$ cat config.mk
export PLATFORM = sky130hd
export DESIGN_NAME = neuron_feed_sequencer_flat
export DESIGN_NICKNAME = d
export VERILOG_FILES = /design/src/rtl/neuron_feed_sequencer_if.sv /design/src/rtl/neuron_feed_sequencer.sv /design/src/flat_wrapper.sv
export SDC_FILE = /design/constraint.sdc
export NUM_CORES = 1
export LEC_CHECK = 0
export BUFFER_PORTS_ARGS = -buffer_cell sky130_fd_sc_hd__buf_2
export CELL_PAD_IN_SITES_DETAIL_PLACEMENT = 0
export CELL_PAD_IN_SITES_GLOBAL_PLACEMENT = 1
export CORE_MARGIN = 1.5
export CORE_UTILIZATION = 36
export CTS_CLUSTER_SIZE = 16
export DETAILED_ROUTE_END_ITERATION = 8
export GPL_TIMING_DRIVEN = 0
export PLACE_DENSITY = 0.82
export SETUP_SLACK_MARGIN = 0.5
export SLEW_MARGIN = 25
export SYNTH_ARGS = -nofsm -noshare
export SYNTH_HDL_FRONTEND = slang
export SYNTH_SLANG_ARGS = --single-unit
$ cat constraint.sdc
create_clock -name clock -period 3.9 [get_ports clock]
set_clock_uncertainty 0.05 [all_clocks]
set_input_delay 0.39 -clock clock [delete_from_list [all_inputs] [get_ports clock]]
set_output_delay 0.39 -clock clock [all_outputs]
set_load 0.01 [all_outputs]
$ cat src/rtl/neuron_feed_sequencer_if.sv
// rtl/neuron_feed_sequencer_if.sv - pixel/weight memory read port and neuron calculator drive bus
interface neuron_feed_sequencer_if #(
  parameter int DATA_WIDTH       = 24,
  parameter int ADDR_DEPTH       = 12,
  parameter int WEIGHT_PRECISION = 5
);
  logic                          rd_en;
  logic [ADDR_DEPTH-1:0]         rd_addr;
  logic [DATA_WIDTH-1:0]         pix_data;
  logic [3*WEIGHT_PRECISION-1:0] wgt_data;
  logic [DATA_WIDTH-1:0]         x;
  logic [3*WEIGHT_PRECISION-1:0] w;
  logic [DATA_WIDTH-1:0]         b;
  logic                          enable;
  logic                          get_result;
  logic                          neuron_out;

  modport master (
    output rd_en, rd_addr, x, w, b, enable, get_result,
    input  pix_data, wgt_data, neuron_out
  );

  modport slave (
    input  rd_en, rd_addr, x, w, b, enable, get_result,
    output pix_data, wgt_data, neuron_out
  );
endinterface

$ cat src/rtl/neuron_feed_sequencer.sv
// rtl/neuron_feed_sequencer.sv - streams one image into the neuron calculator and captures its decision (SEQ_ABORT_EN adds abort_i)
module neuron_feed_sequencer #(
  parameter int DATA_WIDTH       = 24,
  parameter int ADDR_DEPTH       = 12,
  parameter int WEIGHT_PRECISION = 5,
  parameter int NUM_WORDS        = 4096,
  parameter int MEM_LATENCY      = 1
) (
  input  logic                  clock,
  input  logic                  reset,
  input  logic                  start_i,
  input  logic [DATA_WIDTH-1:0] bias_in_i,
`ifdef SEQ_ABORT_EN
  input  logic                  abort_i,
`endif
  output logic                  busy_o,
  output logic                  done_o,
  output logic                  is_cat_o,
  neuron_feed_sequencer_if.master bus
);

  localparam int WW = 3 * WEIGHT_PRECISION;
  localparam logic [ADDR_DEPTH-1:0] LAST_ADDR = ADDR_DEPTH'(NUM_WORDS - 1);

  localparam logic [2:0] S_IDLE    = 3'd0;
  localparam logic [2:0] S_FETCH   = 3'd1;
  localparam logic [2:0] S_DRAIN   = 3'd2;
  localparam logic [2:0] S_RESULT  = 3'd3;
  localparam logic [2:0] S_CAPTURE = 3'd4;
`ifdef SEQ_ABORT_EN
  localparam logic [2:0] S_ABORT   = 3'd5;
`endif

  logic [2:0]             state_q, state_d;
  logic                   rd_en_q, rd_en_d;
  logic [ADDR_DEPTH-1:0]  rd_addr_q, rd_addr_d;
  logic [MEM_LATENCY-1:0] vpipe_q, vpipe_d;
  logic [DATA_WIDTH-1:0]  x_q, x_d;
  logic [WW-1:0]          w_q, w_d;
  logic [DATA_WIDTH-1:0]  b_q, b_d;
  logic                   enable_q, enable_d;
  logic                   get_result_q, get_result_d;
  logic                   busy_q, busy_d;
  logic                   done_q, done_d;
  logic                   is_cat_q, is_cat_d;

  // Next-state: read sequencing, valid pipe tracking memory latency, calculator strobes
  always_comb begin
    state_d      = state_q;
    rd_en_d      = rd_en_q;
    rd_addr_d    = rd_addr_q;
    vpipe_d      = (vpipe_q << 1) | MEM_LATENCY'(rd_en_q);
    x_d          = x_q;
    w_d          = w_q;
    b_d          = b_q;
    enable_d     = 1'b0;
    get_result_d = 1'b0;
    busy_d       = busy_q;
    done_d       = 1'b0;
    is_cat_d     = is_cat_q;

    // Oldest pipe stage marks the cycle its read data is on the memory bus
    if (vpipe_q[MEM_LATENCY-1]) begin
      x_d      = bus.pix_data;
      w_d      = bus.wgt_data;
      enable_d = 1'b1;
    end

    case (state_q)
      S_IDLE: begin
        rd_en_d   = 1'b0;
        rd_addr_d = '0;
        // busy still high here means this is the done cycle; start waits one more cycle
        if (busy_q) begin
          busy_d = 1'b0;
        end else if (start_i) begin
          state_d = S_FETCH;
          busy_d  = 1'b1;
          b_d     = bias_in_i;
          rd_en_d = 1'b1;
        end
      end
      S_FETCH: begin
        if (rd_addr_q == LAST_ADDR) begin
          rd_en_d   = 1'b0;
          rd_addr_d = '0;
          state_d   = S_DRAIN;
        end else begin
          rd_addr_d = rd_addr_q + 1'b1;
        end
      end
      S_DRAIN: begin
        if (vpipe_q == '0) begin
          state_d      = S_RESULT;
          get_result_d = 1'b1;
        end
      end
      S_RESULT: begin
        state_d = S_CAPTURE;
      end
      S_CAPTURE: begin
        state_d  = S_IDLE;
        is_cat_d = bus.neuron_out;
        done_d   = 1'b1;
      end
`ifdef SEQ_ABORT_EN
      S_ABORT: begin
        state_d = S_IDLE;
        busy_d  = 1'b0;
      end
`endif
      default: begin
        state_d = S_IDLE;
      end
    endcase

`ifdef SEQ_ABORT_EN
    // Abort flushes in-flight reads and clears the calculator accumulator without a done
    if (abort_i && (state_q == S_FETCH || state_q == S_DRAIN)) begin
      state_d      = S_ABORT;
      rd_en_d      = 1'b0;
      rd_addr_d    = '0;
      vpipe_d      = '0;
      enable_d     = 1'b0;
      get_result_d = 1'b1;
      x_d          = x_q;
      w_d          = w_q;
    end
`endif
  end

  // State and output registers with synchronous reset
  always_ff @(posedge clock) begin
    if (reset) begin
      state_q      <= S_IDLE;
      rd_en_q      <= 1'b0;
      rd_addr_q    <= '0;
      vpipe_q      <= '0;
      x_q          <= '0;
      w_q          <= '0;
      b_q          <= '0;
      enable_q     <= 1'b0;
      get_result_q <= 1'b0;
      busy_q       <= 1'b0;
      done_q       <= 1'b0;
      is_cat_q     <= 1'b0;
    end else begin
      state_q      <= state_d;
      rd_en_q      <= rd_en_d;
      rd_addr_q    <= rd_addr_d;
      vpipe_q      <= vpipe_d;
      x_q          <= x_d;
      w_q          <= w_d;
      b_q          <= b_d;
      enable_q     <= enable_d;
      get_result_q <= get_result_d;
      busy_q       <= busy_d;
      done_q       <= done_d;
      is_cat_q     <= is_cat_d;
    end
  end

  assign bus.rd_en      = rd_en_q;
  assign bus.rd_addr    = rd_addr_q;
  assign bus.x          = x_q;
  assign bus.w          = w_q;
  assign bus.b          = b_q;
  assign bus.enable     = enable_q;
  assign bus.get_result = get_result_q;
  assign busy_o         = busy_q;
  assign done_o         = done_q;
  assign is_cat_o       = is_cat_q;

endmodule
$ cat src/flat_wrapper.sv
// flat-port wrapper written by rule: the top's interface ports become plain ports
module neuron_feed_sequencer_flat 
#(
  parameter int DATA_WIDTH       = 24,
  parameter int ADDR_DEPTH       = 12,
  parameter int WEIGHT_PRECISION = 5,
  parameter int NUM_WORDS        = 4096,
  parameter int MEM_LATENCY      = 1
)
  (clock, reset, start_i, bias_in_i, busy_o, done_o, is_cat_o, bus_rd_en, bus_rd_addr, bus_x, bus_w, bus_b, bus_enable, bus_get_result, bus_pix_data, bus_wgt_data, bus_neuron_out);
  neuron_feed_sequencer_if #(.DATA_WIDTH(DATA_WIDTH), .ADDR_DEPTH(ADDR_DEPTH), .WEIGHT_PRECISION(WEIGHT_PRECISION)) bus_i ();
  input  logic clock;
  input  logic reset;
  input  logic start_i;
  input  logic [DATA_WIDTH-1:0] bias_in_i;
  output logic busy_o;
  output logic done_o;
  output logic is_cat_o;
  output wire logic [$bits(bus_i.rd_en)-1:0] bus_rd_en;
  output wire logic [$bits(bus_i.rd_addr)-1:0] bus_rd_addr;
  output wire logic [$bits(bus_i.x)-1:0] bus_x;
  output wire logic [$bits(bus_i.w)-1:0] bus_w;
  output wire logic [$bits(bus_i.b)-1:0] bus_b;
  output wire logic [$bits(bus_i.enable)-1:0] bus_enable;
  output wire logic [$bits(bus_i.get_result)-1:0] bus_get_result;
  input wire logic [$bits(bus_i.pix_data)-1:0] bus_pix_data;
  input wire logic [$bits(bus_i.wgt_data)-1:0] bus_wgt_data;
  input wire logic [$bits(bus_i.neuron_out)-1:0] bus_neuron_out;
  assign bus_rd_en = bus_i.rd_en;
  assign bus_rd_addr = bus_i.rd_addr;
  assign bus_x = bus_i.x;
  assign bus_w = bus_i.w;
  assign bus_b = bus_i.b;
  assign bus_enable = bus_i.enable;
  assign bus_get_result = bus_i.get_result;
  assign bus_i.pix_data = bus_pix_data;
  assign bus_i.wgt_data = bus_wgt_data;
  assign bus_i.neuron_out = bus_neuron_out;
  neuron_feed_sequencer #(.DATA_WIDTH(DATA_WIDTH), .ADDR_DEPTH(ADDR_DEPTH), .WEIGHT_PRECISION(WEIGHT_PRECISION), .NUM_WORDS(NUM_WORDS), .MEM_LATENCY(MEM_LATENCY)) u_core (.clock(clock), .reset(reset), .start_i(start_i), .bias_in_i(bias_in_i), .busy_o(busy_o), .done_o(done_o), .is_cat_o(is_cat_o), .bus(bus_i));
endmodule
# After elaboration in Yosys (flattened, before gate mapping)
# Cells that the tools add are included.
# totals
reg_bits,85
latchBits,0
ramBits,0
mem_bits_ro,0
in_bits,67
output_inout_bits,81
mem_count,0
# classes
addsub,1
mul,0
n_div,0
order_cmp,0
eq_ne,9
n_shift,0
muxes,14
bitwise,2
reduce_logical,6
# ops
operator,count
12-bit one-hot mux with 2 select lines,1
"12-bit by 1-bit adder with 12-bit output, second input constant",1
"12-bit equality test, second input constant",1
12-bit 2-to-1 mux,1
3-bit 2-to-1 mux,4
3-bit one-hot mux with 4 select lines,1
"3-bit by 2-bit equality test with 1-bit output, second input constant",2
1-bit 2-to-1 mux,6
"2-bit != test, second input constant",3
4-bit AND reduction,1
"3-bit by 1-bit equality test with 1-bit output, second input constant",1
"3-bit equality test, second input constant",1
3-bit zero test,1
3-bit AND reduction,1
"2-bit by 1-bit != test with 1-bit output, second input constant",1
1-bit inverter,2
1-bit one-hot mux with 2 select lines,1
2-bit AND reduction,1
2-bit nonzero test,1
2-bit OR reduction,1

# Depth between registers and ports, before layout
# depth
depth_word,3
ltp_mapped,8

# Worst setup path before layout
# OpenSTA, ideal clock, no wires.
# synth_path
path_type,register to register
from,"register u_core.rd_addr_q[5], in the netlist u_core.bus.rd_addr[5]"
to,"register u_core.rd_addr_q[11], in the netlist u_core.bus.rd_addr[11]"
setup_ps,74
t_arrival_ps,1709
required_time_ps,3776
setup_slack_ps,2067
stages_incl_launch_ff,5
period_less_slack_ps,1833
path_cell_list,dfxtp_1 nand4_4 or4_4 or4_1 a31oi_1
# synth_via
elab_chain_len,3
# synth_lines
element,line,text
start: declaration,neuron_feed_sequencer.sv:36,"logic [ADDR_DEPTH-1:0] rd_addr_q, rd_addr_d;"
start signal: assignment,neuron_feed_sequencer.sv:150,rd_addr_q <= rd_addr_d;
12-bit by 1-bit adder with 12-bit output or 12-bit equality test (tied branches),"neuron_feed_sequencer.sv:89, neuron_feed_sequencer.sv:84",
12-bit 2-to-1 mux (*),neuron_feed_sequencer.sv:84,if (rd_addr_q == LAST_ADDR) begin
12-bit one-hot mux with 2 select lines (*),neuron_feed_sequencer.sv:69,case (state_q)
# Every way passes the cells marked *; elsewhere a longest branch is shown, timed or not.
# A chain may end at the register's enable or synchronous reset.

# Final worst setup path
# layout_path
from,register u_core.state_q[2]
to,"register u_core.b_q[14], in the netlist u_core.bus.b[14]"
# layout_via
elab_chain_len,2
# layout_lines
element,line,text
start: declaration,neuron_feed_sequencer.sv:34,"logic [2:0] state_q, state_d;"
start signal: assignment,neuron_feed_sequencer.sv:148,state_q <= state_d;
3-bit zero test,neuron_feed_sequencer.sv:69,
3-bit AND reduction (no source line),-,
end signal: assignment,neuron_feed_sequencer.sv:141,b_q <= '0;
end signal: assignment,neuron_feed_sequencer.sv:154,b_q <= b_d;
end: declaration,neuron_feed_sequencer.sv:40,"logic [DATA_WIDTH-1:0] b_q, b_d;"
# Every way passes these cells.

==> reports/results.ini <==
[critical_path]
max_stage_delay_ps=340
cp-end-kind=flop
crit_family=buffers and inverters
crit_path_cell_trace=clkbuf_1 -> or2_4 -> buf_8 -> or3_1 -> clkbuf_1 -> buf_2 -> nand2_1 -> a21oi_1
r2r_cells=8
crit_path_max_fanout=10
start_kind=flop
crit_type=reg2reg
slowest_stage=or3_1
arrival_ps=2210
crit_cells=8
worstPathRequired_ps=4070
critPathMostFrequentCell=clkbuf_1
crit_buf_inv=4

[sta]
finalMaxSlewViolations=0
max_freq_ghz=0.489
fin_crit_ps=2040
worst_pin_slew_ps=689
period_share=0.524
finalSetupViolCount=0
rsz0062_at_grt=no
whs_ps=215
slew_headroom=0.541
hold_violations=0
fin_setup_tns_ps=0

[floorplan]
die_area_um2=9660
start_util=0.373
die_x_um=98.3
core_area_um2=8760
dieHeight_um=98.3
ioPinCount=148
fp-row-count=34

[placement]
postPlaceCellArea_um2=4140
placed_cells=616
portBuffers=146
hpwl_um=6080
place.gp.congestion=0.747

[run]
cap_violations=0

[logic_synthesis]
synthArstFlopShare=0
synth_nets=430
syn_area_per_cell_um2=9.03
synthDistinctLibCells=40
synth_top_area_frac=0.520
synth_top_cell_by_area=dfxtp_1
synthMostInstantiatedCell=dfxtp_1
yosysSeqAreaShare=0.520
synth_common_cells=dfxtp_1 (85), nand2_1 (68), nor2_1 (45), mux2i_1 (40), a21oi_1 (38)
ys_warn_count=0
ys.flop_type=dfxtp_1
synth_seq_cells=85
syn-instance-count=362
synth_area_um2=3270
synthTopCellsByArea=dfxtp_1 (52%), mux2i_1 (12%), nand2_1 (7.8%)
synth_edf_count=0

[routing]
ant_nets=0
wl_per_cell_um=12.9
drt_iter0_markers=92
wirelength_um=8170
num_vias=2973
drc=0
dr.pass1.iters=4
via_per_inst=4.70

[clocking]
clk_latency_ps=350
clk_pin_slew_ps=90
htreeDepth=3
cts.repair.resized=0
cts_buffers=9
post-cts-setup-buffer-count=0
clockBufferDepth=2
cts_sinks=85
cts-root-buf=clkbuf_8
cts-hold-fix-buffers=0
cts_tree=built

[hold_path]
min_path_cells=3
hold_class=in2reg

[global_route]
grt_pass1_vias=2848
grt_pass1_wl_um=13400
met3_usage=0.0501
grt_util_met1=0.218
antenna_found_initial=0
grt.busiest_layer=met2
overflow=0
track_usage=0.172
grtUsageMet2=0.274
grt_start_max_net_pins=16

[power]
power_density_nw_per_um2=417
peakVddDrop_v=0.000157
p_seq_frac=0.505
comb_power_share=0.106
switchingPower_uw=451
power_leakage_uw=0.00195
power.share.switching=0.248
power_frac_clock=0.389
p_int_uw=1370

[final_layout]
nets=587
final_area_um2=4370
n_antenna_cell=0
syn_to_final_growth_pct=33.6
final_cells=632
n_fill_cell=881
layout-drive-gt1-share=0.336

[run_status]
status=finished clean

-- cell usage in the layout (no fill, tap or decap), drive strengths merged, types with 2 or more instances in the layout --
cell type,n
nand2,68
nor4,3
a31oi,2
bufinv,2
mux2i,40
nand4,2
nor3,6
and4,3
o21ai,9
inv,4
clkbuf,25
a21oi,38
nand3,8
clkinv,2
or4,4
buf,157
nor2,45
nor3b,2
nand2b,2
nor2b,3
o21a,2
dfxtp,85
-- kinds of logic after synthesis --
group | count (synthesis) | share of synthesized area
buffers and inverters | 29 | 0.0471
AO/OA/AOI/OAI | 56 | 0.0938
AND/OR/NAND/NOR | 150 | 0.209
multiplexers | 41 | 0.126
adder cells (fa/ha/maj) | 1 | 0.00383
flip-flops | 85 | 0.520
-- power groups by stage --
stage | registers [uW] | clock network (uW) | logic (uW)
detailed placement | 941 | 0 | 197
floorplan | 956 | 0 | 90.5
CTS | 920 | 733 | 197
global placement | 939 | 0 | 194
global route | 925 | 770 | 217
finish | 920 | 709 | 194
-- cell type report --
| type | count | area [um2] | area share |
|---|---|---|---|
| clock inverters | 6 | 93.8 | 0.0215 |
| well taps | 108 | 135 | 0.0309 |
| plain buffers | 26 | 143 | 0.0327 |
| clock buffers | 10 | 138 | 0.0315 |
| repair buffers | 146 | 731 | 0.167 |
| inverters | 3 | 11.3 | 0.00258 |
| multi-input cells | 248 | 1410 | 0.324 |
| flip-flops and latches | 85 | 1700 | 0.390 |
-- metal layers --
layer,vias up,wire (um),share of wire
met1,1347,3580,0.44
li1,1535,-,-
met2,77,4000,0.49
met5,-,0,0
met3,14,388,0.048
met4,0,191,0.023
-- through the flow --
stage | worst slack [ps] | util | total power, uW
6_report | 1860 | 0.498 | 1820
5_1_grt | 1730 | 0.498 | 1910
4_1_cts | 1840 | 0.498 | 1850
3_5_place_dp | 1840 | 0.472 | 1140
3_3_place_gp | 1890 | 0.472 | 1130
2_1_floorplan | 2070 | - | 1050
-- final timing paths --
| check | start | end | slack [ps] |
|---|---|---|---|
| max | u_core.state_q[2] | u_core.bus.b[14] | 1860 |
| max reg2reg | u_core.state_q[2] | u_core.bus.b[14] | 1860 |
| min reg2reg | u_core.bus.b[9] | u_core.bus.b[9] | 400 |
| min | bus_pix_data[19] | u_core.bus.x[19] | 220 |
-- worst reg2reg max path, delay by kind of cell (launching register included) --
kind	cells	cell delay, ps
buffers and inverters	4	780
AO/OA/AOI/OAI	1	60
AND/OR/NAND/NOR	3	730
flip-flops	1	300
-- flip-flops by register name, indices dropped and copies added, names as in the netlist --
name	count
u_core.bus.x	24
u_core.bus.b	24
u_core.bus.rd_en	1
u_core.state_q	3
u_core.is_cat_o	1
u_core.done_o	1
u_core.vpipe_q	1
u_core.bus.w	15
u_core.bus.enable	1
u_core.bus.rd_addr	12
u_core.busy_o	1
u_core.bus.get_result	1
(Power assumes the default switching activity.)
